File: config.mk
export PLATFORM = sky130hd
export DESIGN_NAME = core_mem_arbiter
export DESIGN_NICKNAME = d
export VERILOG_FILES = /design/src/rtl/core_mem_arbiter.sv
export SDC_FILE = /design/constraint.sdc
export NUM_CORES = 1
export LEC_CHECK = 0
export CAP_MARGIN = 20
export CORE_AREA = 2 2 107 109
export DETAILED_ROUTE_END_ITERATION = 7
export DIE_AREA = 0 0 109 111
export HOLD_SLACK_MARGIN = 0.15
export PLACE_DENSITY_LB_ADDON = 0.2
export SYNTH_ARGS = -nofsm -noshare
export SYNTH_HDL_FRONTEND = slang
export SYNTH_SLANG_ARGS = --single-unit
File: constraint.sdc
create_clock -name g_clk -period 4.15 [get_ports g_clk]
set_input_delay 0.83 -clock g_clk [delete_from_list [all_inputs] [get_ports g_clk]]
set_output_delay 0.83 -clock g_clk [all_outputs]
set_load 0.05 [all_outputs]
File: src/rtl/core_mem_arbiter.sv
// Two-requester (fetch/LSU) arbiter onto a single shared memory bus.
// Optional macro CORE_MEM_ARB_RR_EN selects round-robin contention instead of dmem priority with starvation guard.
module core_mem_arbiter #(
  parameter int MEM_ADDR_R   = 31,
  parameter int MEM_DATA_R   = 31,
  parameter int MEM_STRB_R   = 3,
  parameter int STARVE_LIMIT = 4
) (
  input  logic                  g_clk,
  input  logic                  g_reset,
  input  logic                  imem_req,
  input  logic [MEM_ADDR_R:0]   imem_addr,
  output logic                  imem_gnt,
  output logic                  imem_err,
  output logic [MEM_DATA_R:0]   imem_rdata,
  input  logic                  dmem_req,
  input  logic [MEM_ADDR_R:0]   dmem_addr,
  input  logic                  dmem_wen,
  input  logic [MEM_STRB_R:0]   dmem_strb,
  input  logic [MEM_DATA_R:0]   dmem_wdata,
  output logic                  dmem_gnt,
  output logic                  dmem_err,
  output logic [MEM_DATA_R:0]   dmem_rdata,
  output logic                  mem_req,
  output logic [MEM_ADDR_R:0]   mem_addr,
  output logic                  mem_wen,
  output logic [MEM_STRB_R:0]   mem_strb,
  output logic [MEM_DATA_R:0]   mem_wdata,
  input  logic                  mem_gnt,
  input  logic                  mem_err,
  input  logic [MEM_DATA_R:0]   mem_rdata
);

  typedef enum logic [1:0] {IDLE, LOCK_I, LOCK_D} state_t;

  state_t state, state_nxt, st_eff;
  logic   own_i, own_d;
  logic   d_first;

`ifdef CORE_MEM_ARB_RR_EN
  // 1: imem was served by the last completed transaction, so dmem goes next
  logic last_i;

  always_ff @(posedge g_clk) begin
    if (g_reset)                 last_i <= 1'b1;
    else if (mem_req && mem_gnt) last_i <= own_i;
  end

  always_comb d_first = g_reset ? 1'b1 : last_i;
`else
  localparam logic [3:0] STARVE_LIM4 = 4'(STARVE_LIMIT);
  logic [3:0] starve_cnt;

  always_ff @(posedge g_clk) begin
    if (g_reset)                              starve_cnt <= '0;
    else if (imem_gnt)                        starve_cnt <= '0;
    else if (imem_req && starve_cnt != 4'hF)  starve_cnt <= starve_cnt + 4'd1;
  end

  always_comb d_first = g_reset ? 1'b1 : (starve_cnt < STARVE_LIM4);
`endif

  always_ff @(posedge g_clk) begin
    if (g_reset) state <= IDLE;
    else         state <= state_nxt;
  end

  // Reset forces IDLE arbitration on the outputs without waiting for the state register.
  always_comb begin
    st_eff    = g_reset ? IDLE : state;
    own_i     = 1'b0;
    own_d     = 1'b0;
    case (st_eff)
      LOCK_I: own_i = imem_req;
      LOCK_D: own_d = dmem_req;
      default: begin
        own_d = dmem_req && (!imem_req || d_first);
        own_i = imem_req && !own_d;
      end
    endcase
    state_nxt = IDLE;
    if ((own_i || own_d) && !mem_gnt) state_nxt = own_d ? LOCK_D : LOCK_I;
  end

  always_comb begin
    mem_req    = own_i || own_d;
    mem_addr   = own_d ? dmem_addr : (own_i ? imem_addr : '0);
    mem_wen    = own_d && dmem_wen;
    mem_strb   = own_d ? dmem_strb  : '0;
    mem_wdata  = own_d ? dmem_wdata : '0;
    imem_gnt   = !g_reset && own_i && mem_gnt;
    imem_err   = !g_reset && own_i && mem_err;
    dmem_gnt   = !g_reset && own_d && mem_gnt;
    dmem_err   = !g_reset && own_d && mem_err;
    imem_rdata = mem_rdata;
    dmem_rdata = mem_rdata;
  end

endmodule

==> flow_metrics.py <==
metrics = {
    "status": {
        "status": "finished clean",
    },
    "synth": {
        "ys_seq_elements": 6,
        "synth.lib_cells_used.distinct": 27,
        "netlist_instances": 252,
        "netlist.area_leader.share": 0.280,
        "yosys_warnings": 0,
        "synth_area_mm2": 0.00171,
        "yosysTopAreaCell": "buf_4",
        "syn_area_per_cell_um2": 6.80,
        "synth_fp_nets": 394,
        "synthTopCellsByCount": "64 x buf_4, 37 x and2_1, 35 x inv_1, 35 x nand2_1, 32 x mux2i_1",
        "yosysSeqAreaShare": 0.0701,
        "synth_edf_count": 0,
        "synth_ff_type": "dfxtp_1",
        "synth.most_common_cell": "buf_4",
        "synth_area_leaders": "buf_4 28%, mux2i_1 19%, and2_1 14%",
        "synthArstFlopShare": 0,
    },
    "clock_network": {
        "tritoncts": "built",
        "path_clk_slew_ns": 0.03,
        "htree_levels": 1,
        "insertion_delay_ns": 0.23,
        "cts_num_sinks": 6,
        "root_buffer": "clkbuf_16",
        "cts_buffers": 3,
        "cts_resized": 0,
        "cts_hold_repair.buffers": 0,
        "clk_path_buf_depth": 2,
        "post_cts_buffers": 0,
    },
    "final_layout": {
        "utilization": 0.362,
        "multi_input_area_um2": 920,
        "nFillCells": 1097,
        "drive_gt1_frac": 0.236,
        "area_delta_synth_final_pct": 134,
        "antenna_cells": 0,
        "seqCellArea_um2": 120,
        "fin_nets": 509,
    },
    "critical_path": {
        "critPathMaxStageDelay_ns": 0.45,
        "cpMostUsedCell": "buf_12",
        "crit_arrival_ns": 3.05,
        "critPathLaunchType": "input pin",
        "end_kind": "primary output",
        "critPathMaxFanout": 48,
        "setup.worst_path.class": "input pin to primary output",
        "crit_chain": "clkdlybuf4s50_1 > nand2b_1 > ha_1 > nand3b_1 > nand2_4 > buf_12 > mux2i_1 > buf_12",
        "cp.required_ns": 3.32,
        "crit_slowest_cell": "clkdlybuf4s50_1",
    },
    "die": {
        "initial_utilization": 0.155,
        "die-area_mm2": 0.0121,
        "coreArea_mm2": 0.0111,
        "core.rowCount": 39,
        "die_y_um": 111,
        "num_io_pins": 277,
        "die_w_um": 109,
    },
    "global_routing": {
        "first_global_vias": 1771,
        "grt_max_degree": 49,
        "use_met1": 0.110,
        "grtUsageMet3": 0.0247,
        "grt_overflow": 0,
        "gr-usage-all-layers": 0.105,
        "grt_pass1_wl_um": 9950,
        "busiest_layer": "met2",
        "antenna_found_initial": 0,
        "grtUsageMet2": 0.202,
    },
    "placement": {
        "hpwl_um": 5710,
        "gp_congestion": 0.738,
        "port_buffers": 180,
    },
    "routing": {
        "ant_nets": 0,
        "via_per_inst": 3.63,
        "initialDrtViolationCount": 76,
        "num_vias": 1846,
        "drt-wirelength-per-cell_um": 13.3,
        "finalWirelength_um": 6760,
        "drc": 0,
        "dr.pass1.iters": 4,
    },
    "sta": {
        "slew_headroom": 0.742,
        "rsz0062_at_grt": "false",
        "fin_crit_ns": 3.88,
        "layout_worst_path_cycle_share": 0.934,
        "maxSlewViolCount": 0,
        "finalHoldViolations": 0,
        "setup_tns_ns": 0,
        "setup_viol": 0,
        "fin_skew_ns": 0.00163,
        "worstMarginPinSlew_ns": 0.385,
        "clock.fmax_ghz": 0.258,
        "hold_ws_ns": 0.474,
    },
    "power_and_ir_drop": {
        "power.total_mw": 0.865,
        "ir_worst_vdd_mv": 0.181,
        "p_leak_nw": 1.80,
        "pwr_density_cell_mw_per_mm2": 215,
    },
    "worst_hold_path": {
        "hold_class": "flip-flop to flip-flop",
    },
    "run": {
        "maxCapViolCount": 0,
    },
}
## report_power, final
part           internal (mW)  switching (mW)
registers             0.0606         0.00162
logic                  0.331           0.315
clock network          0.124          0.0325
total                  0.516           0.349
## kinds of logic after synthesis
kind of cell    Yosys count  share of synthesized area
xor+xnor                  1                    0.00511
mux                      32                      0.187
flops                     6                     0.0701
fa+ha+maj                 3                     0.0219
compound gates            8                     0.0409
simple gates             92                      0.280
buf+inv                 110                      0.395
## through the flow
step	cell area [um^2]	setup WS [ns]	cells
floorplan	1710	0.535	252
global placement	3940	0.321	505
detailed placement	3940	0.267	505
CTS	4010	0.250	508
global route	4010	0.0984	508
finish	4010	0.274	508
## layout by cell type (no fill, tap or decap), types with 2 or more instances in the layout
cell type	instances
nand2_1	35
nand3_1	2
a211oi_1	2
nand2b_1	3
buf_12	75
dfxtp_1	6
mux2i_1	32
clkdlybuf4s50_1	106
nor2_1	5
nor3_1	2
and2_1	37
ha_1	3
buf_4	3
inv_1	35
clkbuf_16	3
a21oi_1	4
## cell type report
type	count	share of cell area
inverter	36	0.0337
clock buffer	3	0.0187
sequential	6	0.0299
timing repair buffer	184	0.644
tap	143	0.0446
multi-input combinational	136	0.229
## registers in the layout, summed over array words and instances (netlist names)
name / flops
starve_cnt: 4
state: 2
## routing by layer
metal | routed length (um) | share of wire | vias to the layer above
met2 | 3600 | 0.53 | 86
li1 | - | - | 935
met3 | 733 | 0.11 | 17
met4 | 99 | 0.015 | 0
met1 | 2320 | 0.34 | 808
met5 | 0 | 0 | -
## worst max-delay path: cells and delay by family
family	cells	cell delay [ns]
adder cells (fa/ha/maj)	1	0.34
multiplexers	1	0.33
buffers and inverters	3	0.84
AND/OR/NAND/NOR	3	0.66
## worst paths after layout
check                                   start             to  slack, ns  depth (start not counted)
worst min register to register  starve_cnt[1]  starve_cnt[1]       0.47                          2
worst max-delay path                  g_reset   mem_addr[27]       0.27                          8
worst min-delay path            starve_cnt[1]  starve_cnt[1]       0.47                          2
worst max register to register       state[0]  starve_cnt[2]       2.63                          6
No activity file was read; power rests on OpenSTA's default activity.
